**src/rtl/cpu_mem_pkg.sv**
```systemverilog
// ---------------------------------------------------------------------------
// cpu_mem_pkg
//
// Shared definitions for the CPU data-memory write buffer:
//   - default geometry (queue depth, byte-address width, data width)
//   - encoding of the memory-port FSM states (IDLE / WRITE / READ / RESP)
// ---------------------------------------------------------------------------
package cpu_mem_pkg;

    localparam int DEF_DEPTH  = 4;
    localparam int DEF_ADDR_W = 32;
    localparam int DEF_DATA_W = 32;

    // Memory-port FSM encoding.
    localparam logic [1:0] ST_IDLE  = 2'd0;  // no memory access in progress
    localparam logic [1:0] ST_WRITE = 2'd1;  // retiring the queue head
    localparam logic [1:0] ST_READ  = 2'd2;  // load miss read in progress
    localparam logic [1:0] ST_RESP  = 2'd3;  // load data presented from rd_q

endpackage

```
**src/rtl/write_buffer_fifo.sv**
```systemverilog
// ---------------------------------------------------------------------------
// write_buffer_fifo
//
// Circular store queue for the data write buffer. Each entry holds a word
// address and a data word. Head/tail pointers wrap naturally; the count is
// one bit wider so that full and empty are distinguishable.
//
// Ports:
//   clk, rst      clock, asynchronous active-high reset
//   push          enqueue request (ignored while full)
//   push_addr     word address of the new entry
//   push_data     data word of the new entry
//   pop           dequeue request (ignored while empty)
//   count         number of valid entries (0..DEPTH)
//   full, empty   queue status
//   head          head pointer (oldest entry)
//   head_addr     word address of the oldest entry
//   head_data     data word of the oldest entry
//   entry_addr    all stored word addresses, indexed by slot
//   entry_data    all stored data words, indexed by slot
//   entry_valid   per-slot valid flag
// ---------------------------------------------------------------------------
module write_buffer_fifo
    import cpu_mem_pkg::*;
#(
    parameter int DEPTH  = DEF_DEPTH,
    parameter int ADDR_W = DEF_ADDR_W,
    parameter int DATA_W = DEF_DATA_W,
    localparam int PTR_W = $clog2(DEPTH),
    localparam int CNT_W = PTR_W + 1,
    localparam int WA_W  = ADDR_W - 2
) (
    input  logic                         clk,
    input  logic                         rst,
    input  logic                         push,
    input  logic [WA_W-1:0]              push_addr,
    input  logic [DATA_W-1:0]            push_data,
    input  logic                         pop,
    output logic [CNT_W-1:0]             count,
    output logic                         full,
    output logic                         empty,
    output logic [PTR_W-1:0]             head,
    output logic [WA_W-1:0]              head_addr,
    output logic [DATA_W-1:0]            head_data,
    output logic [DEPTH-1:0][WA_W-1:0]   entry_addr,
    output logic [DEPTH-1:0][DATA_W-1:0] entry_data,
    output logic [DEPTH-1:0]             entry_valid
);

    logic [PTR_W-1:0] head_q, head_d;
    logic [PTR_W-1:0] tail_q, tail_d;
    logic [CNT_W-1:0] count_q, count_d;

    logic [DEPTH-1:0][WA_W-1:0]   addr_mem_q;
    logic [DEPTH-1:0][DATA_W-1:0] data_mem_q;

    logic             do_push;
    logic             do_pop;
    logic [PTR_W-1:0] offset;

    assign full    = (count_q == CNT_W'(DEPTH));
    assign empty   = (count_q == '0);
    assign do_push = push && !full;
    assign do_pop  = pop && !empty;

    // NOTE: every variable assigned in an always_comb block gets a default at
    // the top, so no path leaves it unassigned and no latch is inferred.
    always_comb begin
        head_d  = head_q;
        tail_d  = tail_q;
        count_d = count_q;
        if (do_push) begin
            tail_d = tail_q + 1'b1;
        end
        if (do_pop) begin
            head_d = head_q + 1'b1;
        end
        case ({do_push, do_pop})
            2'b10:   count_d = count_q + 1'b1;
            2'b01:   count_d = count_q - 1'b1;
            default: count_d = count_q;
        endcase
    end

    // NOTE: non-blocking assignments for all sequential state, so every flop
    // samples the pre-edge value of every other flop regardless of order.
    always_ff @(posedge clk or posedge rst) begin
        if (rst) begin
            head_q  <= '0;
            tail_q  <= '0;
            count_q <= '0;
        end else begin
            head_q  <= head_d;
            tail_q  <= tail_d;
            count_q <= count_d;
        end
    end

    // NOTE: the storage array is deliberately not reset; a slot is only ever
    // read when the pointers/count mark it valid, so its contents after reset
    // do not matter and the array can map onto plain registers or RAM.
    always_ff @(posedge clk) begin
        if (do_push) begin
            addr_mem_q[tail_q] <= push_addr;
            data_mem_q[tail_q] <= push_data;
        end
    end

    // A slot is valid when its distance from the head (mod DEPTH) is below
    // the current count; this includes the head entry while it is in flight.
    always_comb begin
        offset      = '0;
        entry_valid = '0;
        for (int i = 0; i < DEPTH; i++) begin
            offset         = PTR_W'(i) - head_q;
            entry_valid[i] = ({1'b0, offset} < count_q);
        end
    end

    assign count      = count_q;
    assign head       = head_q;
    assign head_addr  = addr_mem_q[head_q];
    assign head_data  = data_mem_q[head_q];
    assign entry_addr = addr_mem_q;
    assign entry_data = data_mem_q;

endmodule

```
**src/rtl/data_write_buffer.sv**
```systemverilog
// ---------------------------------------------------------------------------
// data_write_buffer
//
// Posted-store write buffer between the CPU MEM stage and a slow handshaked
// data memory. Stores are queued and retired in order; the pipeline only
// stalls on a store when the queue is full. Load misses are read from memory
// ahead of queued stores and returned through rd_q.
//
// Build option:
//   WB_FORWARD_EN  defined   -> loads compare against every valid queue entry
//                               and are answered combinationally on a hit.
//                  undefined -> no compare; every load waits until the queue
//                               is drained and the port idle, then reads.
//
// Ports:
//   clk        clock, rising edge
//   rst        asynchronous active-high reset
//   MR         CPU load request
//   MW         CPU store request (wins if MR is also set)
//   Addr       CPU byte address, word index Addr[ADDR_W-1:2]
//   WD         CPU store data
//   RD         load data, valid when MR=1 and stall=0
//   stall      CPU must hold its request and freeze upstream stages
//   mem_req    memory request, held until mem_ack
//   mem_we     1 = write, 0 = read
//   mem_addr   memory word-aligned byte address
//   mem_wdata  memory write data
//   mem_rdata  memory read data, valid with mem_ack
//   mem_ack    one-cycle completion pulse
// ---------------------------------------------------------------------------
module data_write_buffer
    import cpu_mem_pkg::*;
#(
    parameter int DEPTH  = DEF_DEPTH,
    parameter int ADDR_W = DEF_ADDR_W,
    parameter int DATA_W = DEF_DATA_W
) (
    input  logic              clk,
    input  logic              rst,
    input  logic              MR,
    input  logic              MW,
    input  logic [ADDR_W-1:0] Addr,
    input  logic [DATA_W-1:0] WD,
    output logic [DATA_W-1:0] RD,
    output logic              stall,
    output logic              mem_req,
    output logic              mem_we,
    output logic [ADDR_W-1:0] mem_addr,
    output logic [DATA_W-1:0] mem_wdata,
    input  logic [DATA_W-1:0] mem_rdata,
    input  logic              mem_ack
);

    localparam int PTR_W = $clog2(DEPTH);
    localparam int CNT_W = PTR_W + 1;
    localparam int WA_W  = ADDR_W - 2;

    // FSM and registered memory-port state.
    logic [1:0]        state_q,     state_d;
    logic              mem_req_q,   mem_req_d;
    logic              mem_we_q,    mem_we_d;
    logic [ADDR_W-1:0] mem_addr_q,  mem_addr_d;
    logic [DATA_W-1:0] mem_wdata_q, mem_wdata_d;
    logic [DATA_W-1:0] rd_q,        rd_d;

    // Queue interface.
    logic                         fifo_pop;
    logic [CNT_W-1:0]             fifo_count;
    logic                         fifo_full;
    logic                         fifo_empty;
    logic [PTR_W-1:0]             fifo_head;
    logic [WA_W-1:0]              head_addr;
    logic [DATA_W-1:0]            head_data;
    logic [DEPTH-1:0][WA_W-1:0]   entry_addr;
    logic [DEPTH-1:0][DATA_W-1:0] entry_data;
    logic [DEPTH-1:0]             entry_valid;

    logic              is_load;
    logic              load_miss;
    logic [WA_W-1:0]   cpu_word;
    logic              fwd_hit;
    logic [DATA_W-1:0] fwd_data;
    logic              read_ok_idle;
    logic              read_ok_ack;
    logic              unused_addr_lsbs;

    // A simultaneous MR/MW is treated as a store only.
    assign is_load  = MR && !MW;
    assign cpu_word = Addr[ADDR_W-1:2];

    write_buffer_fifo #(
        .DEPTH  (DEPTH),
        .ADDR_W (ADDR_W),
        .DATA_W (DATA_W)
    ) u_fifo (
        .clk         (clk),
        .rst         (rst),
        .push        (MW),
        .push_addr   (cpu_word),
        .push_data   (WD),
        .pop         (fifo_pop),
        .count       (fifo_count),
        .full        (fifo_full),
        .empty       (fifo_empty),
        .head        (fifo_head),
        .head_addr   (head_addr),
        .head_data   (head_data),
        .entry_addr  (entry_addr),
        .entry_data  (entry_data),
        .entry_valid (entry_valid)
    );

`ifdef WB_FORWARD_EN
    logic [PTR_W-1:0] slot;

    // Walk the queue from oldest to youngest; a later match overrides an
    // earlier one, so the youngest matching store supplies the data.
    always_comb begin
        fwd_hit  = 1'b0;
        fwd_data = '0;
        slot     = '0;
        for (int k = 0; k < DEPTH; k++) begin
            slot = fifo_head + PTR_W'(k);
            if (entry_valid[slot] && (entry_addr[slot] == cpu_word)) begin
                fwd_hit  = 1'b1;
                fwd_data = entry_data[slot];
            end
        end
    end

    // A miss proves no queued store aliases the load, so the read may
    // overtake the queue as soon as the port is free.
    assign read_ok_idle = 1'b1;
    assign read_ok_ack  = 1'b1;
`else
    logic unused_fwd;

    assign fwd_hit    = 1'b0;
    assign fwd_data   = '0;
    assign unused_fwd = ^{fifo_head, entry_addr, entry_data, entry_valid};

    // Without the compare a load may alias anything queued, so it waits for
    // the queue to drain completely; on a write ack the popping head must be
    // the last entry.
    assign read_ok_idle = fifo_empty;
    assign read_ok_ack  = (fifo_count == CNT_W'(1));
`endif

    assign load_miss        = is_load && !fwd_hit;
    assign unused_addr_lsbs = ^Addr[1:0];

    // CPU-facing response. A store stalls only on a full queue (a head that
    // retires this cycle does not help until next cycle). A missing load
    // stalls until RESP presents the captured memory data.
    always_comb begin
        stall = 1'b0;
        RD    = '0;
        if (MW) begin
            stall = fifo_full;
        end else if (is_load) begin
            if (fwd_hit) begin
                RD = fwd_data;
            end else begin
                RD    = rd_q;
                stall = (state_q != ST_RESP);
            end
        end
    end

    // Memory-port FSM. Request, address and data are registered and held
    // until ack; a new request can only be launched on the edge that ends
    // the ack cycle, so requests never overlap the ack.
    always_comb begin
        state_d     = state_q;
        mem_req_d   = mem_req_q;
        mem_we_d    = mem_we_q;
        mem_addr_d  = mem_addr_q;
        mem_wdata_d = mem_wdata_q;
        rd_d        = rd_q;
        fifo_pop    = 1'b0;

        case (state_q)
            ST_IDLE: begin
                // A pending load miss wins over starting the next drain write.
                if (load_miss && read_ok_idle) begin
                    state_d    = ST_READ;
                    mem_req_d  = 1'b1;
                    mem_we_d   = 1'b0;
                    mem_addr_d = {cpu_word, 2'b00};
                end else if (!fifo_empty) begin
                    state_d     = ST_WRITE;
                    mem_req_d   = 1'b1;
                    mem_we_d    = 1'b1;
                    mem_addr_d  = {head_addr, 2'b00};
                    mem_wdata_d = head_data;
                end
            end

            ST_WRITE: begin
                if (mem_ack) begin
                    fifo_pop  = 1'b1;
                    mem_req_d = 1'b0;
                    state_d   = ST_IDLE;
                    // A load that waited behind this write issues right away.
                    if (load_miss && read_ok_ack) begin
                        state_d    = ST_READ;
                        mem_req_d  = 1'b1;
                        mem_we_d   = 1'b0;
                        mem_addr_d = {cpu_word, 2'b00};
                    end
                end
            end

            ST_READ: begin
                if (mem_ack) begin
                    rd_d      = mem_rdata;
                    mem_req_d = 1'b0;
                    state_d   = ST_RESP;
                end
            end

            ST_RESP: begin
                state_d = ST_IDLE;
            end

            default: begin
                state_d   = ST_IDLE;
                mem_req_d = 1'b0;
            end
        endcase
    end

    always_ff @(posedge clk or posedge rst) begin
        if (rst) begin
            state_q     <= ST_IDLE;
            mem_req_q   <= 1'b0;
            mem_we_q    <= 1'b0;
            mem_addr_q  <= '0;
            mem_wdata_q <= '0;
            rd_q        <= '0;
        end else begin
            state_q     <= state_d;
            mem_req_q   <= mem_req_d;
            mem_we_q    <= mem_we_d;
            mem_addr_q  <= mem_addr_d;
            mem_wdata_q <= mem_wdata_d;
            rd_q        <= rd_d;
        end
    end

    assign mem_req   = mem_req_q;
    assign mem_we    = mem_we_q;
    assign mem_addr  = mem_addr_q;
    assign mem_wdata = mem_wdata_q;

endmodule

```
**config.mk**
```make
export PLATFORM = sky130hd
export DESIGN_NAME = data_write_buffer
export DESIGN_NICKNAME = d
export VERILOG_FILES = /design/src/rtl/cpu_mem_pkg.sv /design/src/rtl/write_buffer_fifo.sv /design/src/rtl/data_write_buffer.sv
export SDC_FILE = /design/constraint.sdc
export NUM_CORES = 1
export LEC_CHECK = 0
export ABC_AREA = 1
export ABC_CLOCK_PERIOD_IN_PS = 3900
export CAP_MARGIN = 20
export CORE_MARGIN = 5
export CORE_UTILIZATION = 45
export DETAILED_ROUTE_END_ITERATION = 8
export PLACE_DENSITY = 0.75
export SYNTH_ARGS = -nofsm -noshare
export SYNTH_HDL_FRONTEND = slang
export SYNTH_HIERARCHICAL = 1
export SYNTH_SLANG_ARGS = --single-unit
```
**constraint.sdc**
```tcl
create_clock -name clk -period 3.9 [get_ports clk]
set_input_delay 0.78 -clock clk [delete_from_list [all_inputs] [get_ports clk]]
set_output_delay 0.78 -clock clk [all_outputs]
set_load 0.05 [all_outputs]
```
==> results of run 1 <==
==> per-stage QoR <==
step / power (mW) / cells / cell area [sq um] / TNS (ps)
5_1_grt: 16.0 / 1781 / 17900 / 0
3_3_place_gp: 11.8 / 1710 / 16800 / 0
2_1_floorplan: 9.84 / 1183 / 14100 / -26320
4_1_cts: 15.2 / 1780 / 17900 / 0
3_5_place_dp: 11.9 / 1710 / 16800 / 0
6_report: 15.1 / 1781 / 17900 / 0
==> cell type report <==
type | count | share of cell area (%)
Inverter | 59 | 1.26
Multi-Input combinational cell | 691 | 19.4
Tap cell | 396 | 2.76
Clock buffer | 57 | 5.92
Sequential cell | 353 | 56.2
Clock inverter | 13 | 0.488
Timing Repair Buffer | 212 | 13.9
==> routing by layer <==
metal / part of all wire, % / track usage, % / wire length (um) / vias to the layer above
met5: 0 / 0 / 0 / -
met4: 2.2 / 5.86 / 724 / 0
met3: 7.0 / 3.84 / 2320 / 62
met2: 49 / 31.6 / 16100 / 355
met1: 42 / 24.4 / 13800 / 4694
li1: - / - / - / 4512
==> flip-flops by register name (all words and copies together) (netlist names), 2 cells and up <==
signal             flops
u_fifo/entry_addr    120
state_q                2
mem_wdata             32
rd_q                  32
u_fifo/head            2
u_fifo/tail_q          2
u_fifo/entry_data    128
mem_addr              30
u_fifo/count           3
==> power by group <==
group	total [mW]	switching (mW)	internal, mW
Combinational	6.22	4.15	2.07
Clock	3.29	1.39	1.90
Sequential	5.59	0.456	5.13
Total	15.1	5.99	9.10
==> worst max-delay path by stage <==
stage	slack, ps	depth (start not counted)	start	to
CTS	730	5	MW	stall
finish	730	5	MW	stall
floorplan	-110	2	MW	u_fifo/entry_addr[0]
global placement	730	5	MW	stall
global route	650	5	MW	stall
detailed placement	730	9	MW	mem_addr[8]
==> worst reg2reg max path: stages (launching register included) <==
cell and delay (ps):
dfrtp_4 710, inv_2 720, buf_4 510, nand3_1 130
nand4_1 150, mux2_2 150
==> metrics.yaml, run 1 <==
worst_hold_path:
  min_from: "mem_addr[13]"
  whs_path_depth: 2
  worstHoldPathType: "register to register"
  hold_end: "mem_addr[13]"
power:
  p_per_area_nw_per_um2: 841
  p_leak_nw: 7.02
  irDropWorstVdd_v: 0.000465
setup_path:
  timing.rr.end: "mem_wdata[19]"
  worstSetupEndpointType: "output pin"
  cpMaxStageDelayCell: "clkdlybuf4s50_1"
  crit_type: "primary input to output pin"
  crit_arrival_ps: 2390
  worstRegToRegCells: 5
  crit_fanout: 5
  critical_path.max_stage_delay_ps: 840
  cpMostUsedCell: "clkdlybuf4s50_1"
  r2r_slack_ps: 1470
  worstSetupStartpointType: "primary input"
  cpLargestDelayFamily: "buffers and inverters"
  r2r-start: "u_fifo/head[0]"
  path_cells: "clkdlybuf4s50_1 -> inv_1 -> nand3_1 -> nand2_1 -> clkdlybuf4s50_1"
  crit_required_ps: 3120
  path_buf_inv: 3
timing:
  rsz0062_at_grt: "false"
  clock_skew_ps: 11.6
  min_period_ps: 3170
  slew_headroom_pct: 36.6
  hold_viol_final: 0
  final-setup-viol-count: 0
  max_freq_mhz: 316
  whs_ps: 472
  drv_slew: 0
  fin_crit_sh_pct: 81.2
  timing_worst_slew_pin_value_ps: 948
  fin_ws_ps: 733
clock_network:
  post_cts_resized: 0
  cts_max_level: 2
  path_clk_slew_ps: 50
  cts_num_sinks: 353
  tritoncts: "yes"
  hold_buffers: 0
  clk_latency_ps: 520
  clockBufferDepth: 3
  cts_made_buffers: 38
  clockRootBuffer: "clkbuf_16"
  cts_setup_buffers: 0
cells_and_area:
  insertedDiodeCount: 0
  drive_gt1_share_pct: 11.0
  final_util_pct: 58.2
  final_common_cell: "nand3_1"
  layout.nets: 1462
  final-seq-area_sq_um: 10100
  syn_to_final_growth_pct: 26.9
  layout.cells.most_common_list: "nand3_1 (257), edfxtp_1 (248), nand2_1 (216), clkdlybuf4s50_1 (163), dfrtp_1 (103)"
  multi_input_area_sq_um: 3480
  nFillCells: 2442
flow_run:
  cap_violations: 0
floorplanning:
  die_h_um: 187
  start_util_pct: 45.8
  chipWidth_um: 187
  rows: 64
  core-area_sq_um: 30800
  die-area_sq_um: 35000
  ios: 200
outcome:
  outcome: "complete, no violations"
detailed_routing:
  vias: 9623
  first_pass_iters: 5
  drt-vias-per-instance: 5.40
  drcViolationCount: 0
  totalWireLength_mm: 33.0
  postRouteAntennaNets: 0
  drt_iter0_markers: 727
  wl_per_cell_um: 18.5
placed_design:
  dpl.hpwl_mm: 18.8
  io_buffers: 195
  gp_congestion: 0.719
  post-place-ws_ps: 725
logic_synthesis:
  netlist_area_sq_um: 14100
  syn_inst: 1182
  syn_area_per_cell_sq_um: 12.0
  synth_warnings: 6
global_route:
  first_global_vias: 10000
  antenna_found_initial: 0
  grt_pass1_wl_mm: 53.1
  grt_usage_pct: 18.7
  grt_max_degree: 77
  grt_overflow: 0
Power figures use the tool's default switching activity.
==> run 2, diff against run 1 <==
- ABC_CLOCK_PERIOD_IN_PS: 3900 -> 2540
- clock period: 3.9 -> 2.54 ns (I/O delays scaled with it)
==> run 2 against run 1 <==
Against the previous run: sequential cell count unchanged; sequential share of layout area down 0.71 points; global-route usage up 0.39 points; worst hold slack worse by 130 ps; worst setup slack worse by 490 ps; register-to-register slack worse by 850 ps; routed wire length up 3.2%; utilization up 0.75 points; clock skew up 4.7 ps; cell count up 1.0%; sequential power up 52%; critical path type unchanged; largest power group unchanged.
==> metrics.yaml, run 2 (same netlist as run 1, synthesis figures left out) <==
detailed_routing:
  drt-vias-per-instance: 5.43  # was 5.40
  met3_length_mm: 2.76  # was 2.32 mm
  drt-met1-wl_mm: 14.2  # was 13.8 mm
  first_pass_iters: 5  # unchanged
  totalWireLength_mm: 34.0  # was 33.0 mm
  route.met2.wl_mm: 16.4  # was 16.1 mm
  top_layer: "met4"  # unchanged
  vias: 9777  # was 9623
  wl_per_cell_um: 18.9  # was 18.5 um
  postRouteAntennaNets: 0  # unchanged
  drcViolationCount: 0  # unchanged
  drt_iter0_markers: 836  # was 727
worst_hold_path:
  worstHoldPathType: "primary input to asynchronous set/reset pin"  # was register to register
setup_path:
  path_cells: "clkdlybuf4s50_1 -> inv_1 -> nand2_1 -> buf_12 -> nor2_1 -> buf_12"  # was clkdlybuf4s50_1 -> inv_1 -> nand3_1 -> nand2_1 -> clkdlybuf4s50_1
  crit_type: "primary input to output pin"  # unchanged
  worstRegToRegCells: 7  # was 5
  crit_fanout: 32  # was 5
  cpMostUsedCell: "buf_12"  # was clkdlybuf4s50_1
  crit_required_ps: 2030  # was 3120 ps
  cpMaxStageDelayCell: "clkdlybuf4s50_1"  # unchanged
  cp_num_cells: 6  # was 5
  r2r-start: "u_fifo/head[0]"  # unchanged
  worstSetupStartpointType: "primary input"  # unchanged
  worstSetupEndpointType: "output pin"  # unchanged
  path_buf_inv: 4  # was 3
  r2r_slack_ps: 620  # was 1470 ps
  crit_arrival_ps: 1790  # was 2390 ps
  cpLargestDelayFamily: "buffers and inverters"  # unchanged
  timing.rr.end: "mem_addr[8]"  # was mem_wdata[19]
  critical_path.max_stage_delay_ps: 440  # was 840 ps
cells_and_area:
  final_cells: 1799  # was 1781
  syn_to_final_growth_pct: 28.5  # was 26.9%
  final_common_cell: "nand3_1"  # unchanged
  layout.cells.most_common_list: "nand3_1 (257), edfxtp_1 (248), nand2_1 (216), clkdlybuf4s50_1 (162), dfrtp_1 (103)"  # was nand3_1 (257), edfxtp_1 (248), nand2_1 (216), clkdlybuf4s50_1 (163), dfrtp_1 (103)
  insertedDiodeCount: 0  # unchanged
  drive_gt1_share_pct: 12.3  # was 11.0%
  layout.nets: 1483  # was 1462
  fin_area_sq_um: 18200  # was 17900 sq um
  largest_reg_flops: 128  # unchanged
floorplanning:
  ios: 200  # unchanged
  rows: 64  # unchanged
  chipWidth_um: 187  # unchanged
  core-area_sq_um: 30800  # unchanged
  die_h_um: 187  # unchanged
  die-area_sq_um: 35000  # unchanged
  start_util_pct: 45.8  # unchanged
clock_network:
  cts_num_sinks: 353  # unchanged
  clockBufferDepth: 3  # unchanged
  tritoncts: "yes"  # unchanged
  cts_max_level: 2  # unchanged
  cts_setup_buffers: 0  # unchanged
  clk_latency_ps: 520  # about the same
  path_clk_slew_ps: 60  # was 50 ps
  hold_buffers: 0  # unchanged
  post_cts_resized: 0  # unchanged
  cts_made_buffers: 37  # was 38
  clockRootBuffer: "clkbuf_16"  # unchanged
timing:
  min_period_ps: 2300
  clock_skew_ps: 16.4  # was 11.6 ps
  max_freq_mhz: 435
  hold_viol_final: 0  # unchanged
  final-setup-viol-count: 0  # unchanged
  rsz0062_at_grt: "false"  # unchanged
  slew_headroom_pct: 37.2  # was 36.6%
  setup_tns_ps: 0  # unchanged
  fin_crit_sh_pct: 90.5
  whs_ps: 339  # was 472 ps
  timing_worst_slew_pin_value_ps: 943  # was 948 ps
  drv_slew: 0  # unchanged
power:
  sw_frac_of_total_pct: 39.4  # was 39.7%
  p_total_mw: 23.6  # was 15.1 mW
  internal-power_mw: 14.3  # was 9.10 mW
  irDropWorstVdd_v: 0.000840  # was 0.000465 V
  clkPwrFrac_pct: 21.8  # about the same
  p_seq_share_pct: 36.1  # was 37.0%
  p_leak_nw: 7.15  # was 7.02 nW
  p_per_area_nw_per_um2: 1300  # was 841 nW/um^2
  pwr-share-comb_pct: 42.1  # was 41.2%
  switchingPower_mw: 9.32  # was 5.99 mW
global_route:
  antenna_found_initial: 0  # unchanged
  grt_overflow: 0  # unchanged
  grt_usage_pct: 19.1  # was 18.7%
  first_global_vias: 9984  # was 10000
  grt_pass1_wl_mm: 53.8  # was 53.1 mm
  grt_max_degree: 65  # was 77
placed_design:
  dpl.hpwl_mm: 20.0  # was 18.8 mm
  placed_cells: 1733  # was 1710
  io_buffers: 195  # unchanged
  gp_congestion: 0.780  # was 0.719
  place_area_sq_um: 17000  # was 16800 sq um
flow_run:
  cap_violations: 0  # unchanged
outcome:
  outcome: "complete, no violations"  # unchanged
## run 2: routing by layer
metal | track usage [%] | vias to the layer above
met1 | 25.0 | 4763
met4 | 5.20 | 0
met5 | 0 | -
met2 | 32.3 | 397
met3 | 4.29 | 63
li1 | - | 4554
## run 2: worst max path at each step
stage / end / slack, ps / startpoint
final: RD[17] / 240 / MW
after CTS: RD[17] / 260 / MW
after global routing: RD[14] / 150 / MW
after floorplan: u_fifo/entry_addr[0] / -260 / u_fifo/count[1]
after global placement: u_fifo/count[2] / 120 / mem_ack
after detailed placement: u_fifo/count[2] / 110 / mem_ack
## run 2: per-stage QoR
stage | util, % | worst slack (ps)
6_report | 58.9 | 241
2_1_floorplan | - | -256
3_5_place_dp | 55.1 | 109
4_1_cts | 58.9 | 258
3_3_place_gp | 55.1 | 116
5_1_grt | 58.9 | 149
## run 2: final cells by class
class / instances / area [sq um]
tap: 396 / 495
multi-input combinational: 691 / 3480
inverter: 59 / 228
clock inverter: 14 / 90.1
fill: 2424 / 12700
timing repair buffer: 234 / 2710
sequential: 353 / 10100
clock buffer: 52 / 1080
## run 2: power by group through the flow
stage               sequential, mW  combinational, mW  clock [mW]
global placement              8.58               9.81           0
floorplan                     10.2               4.89           0
detailed placement            8.63               9.97           0
finish                        8.52               9.95        5.15
global route                  8.68               10.7        5.50
CTS                           8.54               10.0        5.25
==> run 3, diff against run 2 <==
- ABC_CLOCK_PERIOD_IN_PS: 2540 -> 2100
- clock period: 2.54 -> 2.1 ns (I/O delays scaled with it)
==> run 3 against run 2 <==
Against the previous run: sequential power rose by 20%; clock power increased by 24%; critical path depth down 5; sequential share of layout area shrank 1.6 points; global-route usage rose by 0.11 points; utilization increased by 1.8 points; first-iteration DRC count shrank 17%; count of clock-buffer cells in the layout up 7; critical endpoint is now mem_addr[27]; largest cell class unchanged; highest routed layer unchanged.
==> metrics.yaml, run 3 (same netlist as run 1, synthesis figures left out) <==
placed_design:
  dpl.hpwl_mm: 21.0  # was 20.0 mm
  place_area_sq_um: 17400  # was 17000 sq um
  io_buffers: 195  # unchanged
  post-place-ws_ps: -310  # was 109 ps
  gp_congestion: 0.800  # was 0.780
  placed_cells: 1751  # was 1733
power:
  irDropWorstVdd_v: 0.000794  # was 0.000840 V
  p_leak_nw: 7.62  # was 7.15 nW
  p_per_area_nw_per_um2: 1550  # was 1300 nW/um^2
  p_total_mw: 29.1  # was 23.6 mW
floorplanning:
  core-area_sq_um: 30800  # unchanged
  die_h_um: 187  # unchanged
  die-area_sq_um: 35000  # unchanged
  ios: 200  # unchanged
  chipWidth_um: 187  # unchanged
  start_util_pct: 45.8  # unchanged
  rows: 64  # unchanged
timing:
  fin_crit_sh_pct: 98.1
  whs_ps: 264  # was 339 ps
  max_freq_mhz: 485
  fin_ws_ps: 40.1  # was 241 ps
  clock_skew_ps: 19.4  # was 16.4 ps
  min_period_ps: 2060
  slew_headroom_pct: 60.4  # was 37.2%
  drv_slew: 0  # unchanged
  hold_viol_final: 0  # unchanged
  final-setup-viol-count: 0  # unchanged
  timing_worst_slew_pin_value_ps: 594  # was 943 ps
  setup_tns_ps: 0  # unchanged
detailed_routing:
  first_pass_iters: 5  # unchanged
  totalWireLength_mm: 34.2  # was 34.0 mm
  wl_per_cell_um: 18.8  # was 18.9 um
  vias: 9794  # was 9777
  drcViolationCount: 0  # unchanged
  drt_iter0_markers: 696  # was 836
  postRouteAntennaNets: 0  # unchanged
  drt-vias-per-instance: 5.38  # was 5.43
clock_network:
  cts_setup_buffers: 0  # unchanged
  cts_made_buffers: 37  # unchanged
  cts_num_sinks: 353  # unchanged
  clockRootBuffer: "clkbuf_16"  # unchanged
  clk_latency_ps: 510  # was 520 ps
  tritoncts: "yes"  # unchanged
  clockBufferDepth: 3  # unchanged
  cts_max_level: 2  # unchanged
  path_clk_slew_ps: 60  # about the same
global_route:
  first_global_vias: 10000  # was 9984
  grt_overflow: 0  # unchanged
  antenna_found_initial: 0  # unchanged
  grt_pass1_wl_mm: 54.4  # was 53.8 mm
  grt_max_degree: 79  # was 65
  grt_usage_pct: 19.2  # was 19.1%
setup_path:
  crit_required_ps: 1680  # was 2030 ps
  critical_path.max_stage_delay_ps: 800  # was 440 ps
  crit_fanout: 2  # was 32
  worstSetupEndpointType: "output pin"  # unchanged
  crit_arrival_ps: 1640  # was 1790 ps
  crit_type: "register to output pin"  # was primary input to output pin
  cpLargestDelayFamily: "buffers and inverters"  # unchanged
  cp-startpoint: "mem_addr[27]"  # was MW
  path_cells: "clkdlybuf4s50_1"  # was clkdlybuf4s50_1 -> inv_1 -> nand2_1 -> buf_12 -> nor2_1 -> buf_12
  cpMaxStageDelayCell: "clkdlybuf4s50_1"  # unchanged
  path_buf_inv: 1  # was 4
  worstSetupStartpointType: "register"  # was primary input
  r2r-start: "state_q[1]"  # was u_fifo/head[0]
worst_hold_path:
  worstHoldPathType: "primary input to asynchronous set/reset pin"  # unchanged
cells_and_area:
  fin_area_sq_um: 18700  # was 18200 sq um
  final_cells: 1820  # was 1799
  layout.cells.most_common_list: "nand3_1 (256), edfxtp_1 (248), nand2_1 (214), dfrtp_1 (103), clkdlybuf4s50_1 (98)"  # was nand3_1 (257), edfxtp_1 (248), nand2_1 (216), clkdlybuf4s50_1 (162), dfrtp_1 (103)
  final_util_pct: 60.7  # was 58.9%
  final_common_cell: "nand3_1"  # unchanged
  largest_reg_flops: 128  # unchanged
  drive_gt1_share_pct: 16.7  # was 12.3%
  syn_to_final_growth_pct: 32.4  # was 28.5%
  insertedDiodeCount: 0  # unchanged
  layout.nets: 1502  # was 1483
outcome:
  outcome: "complete, no violations"  # unchanged
flow_run:
  cap_violations: 0  # unchanged
## run 3: final timing paths
check                                   end  depth (start not counted)  slack (ps)
setup / recovery               mem_addr[27]                          1          40
hold / removal               u_fifo/head[1]                          2         260
setup reg to reg            u_fifo/count[2]                         12         150
hold reg to reg                mem_addr[13]                          2         460
max in group asynchronous      mem_wdata[7]                          3        1230
min in group clk           u_fifo/tail_q[0]                          4         420
## run 3: repair_timing
action | in CTS | in global routing
setup endpoints to repair | 61 | 45
cloned | 0 | 1
hold buffers | 0 | 0
gates resized for setup | 48 | 46
## run 3: where the power goes
part           leakage [nW]  switching, mW  internal (mW)
Clock                 0.597           2.53           3.86
Combinational          3.54           8.17           4.29
Sequential             3.48          0.682           9.52
## run 3: routing by layer
layer	vias up	GRT usage (%)	routed length [um]
met1	4792	25.5	14300
met4	0	4.98	676
met3	52	4.24	2470
li1	4598	-	-
met5	-	0	0
met2	352	32.3	16800
## run 3: final cells by class
type / instances / area (sq um)
multi-input combinational: 691 / 3570
clock inverter: 9 / 78.8
fill: 2411 / 12100
sequential: 353 / 10100
timing repair buffer: 253 / 3110
inverter: 59 / 228
tap: 396 / 495
clock buffer: 59 / 1140
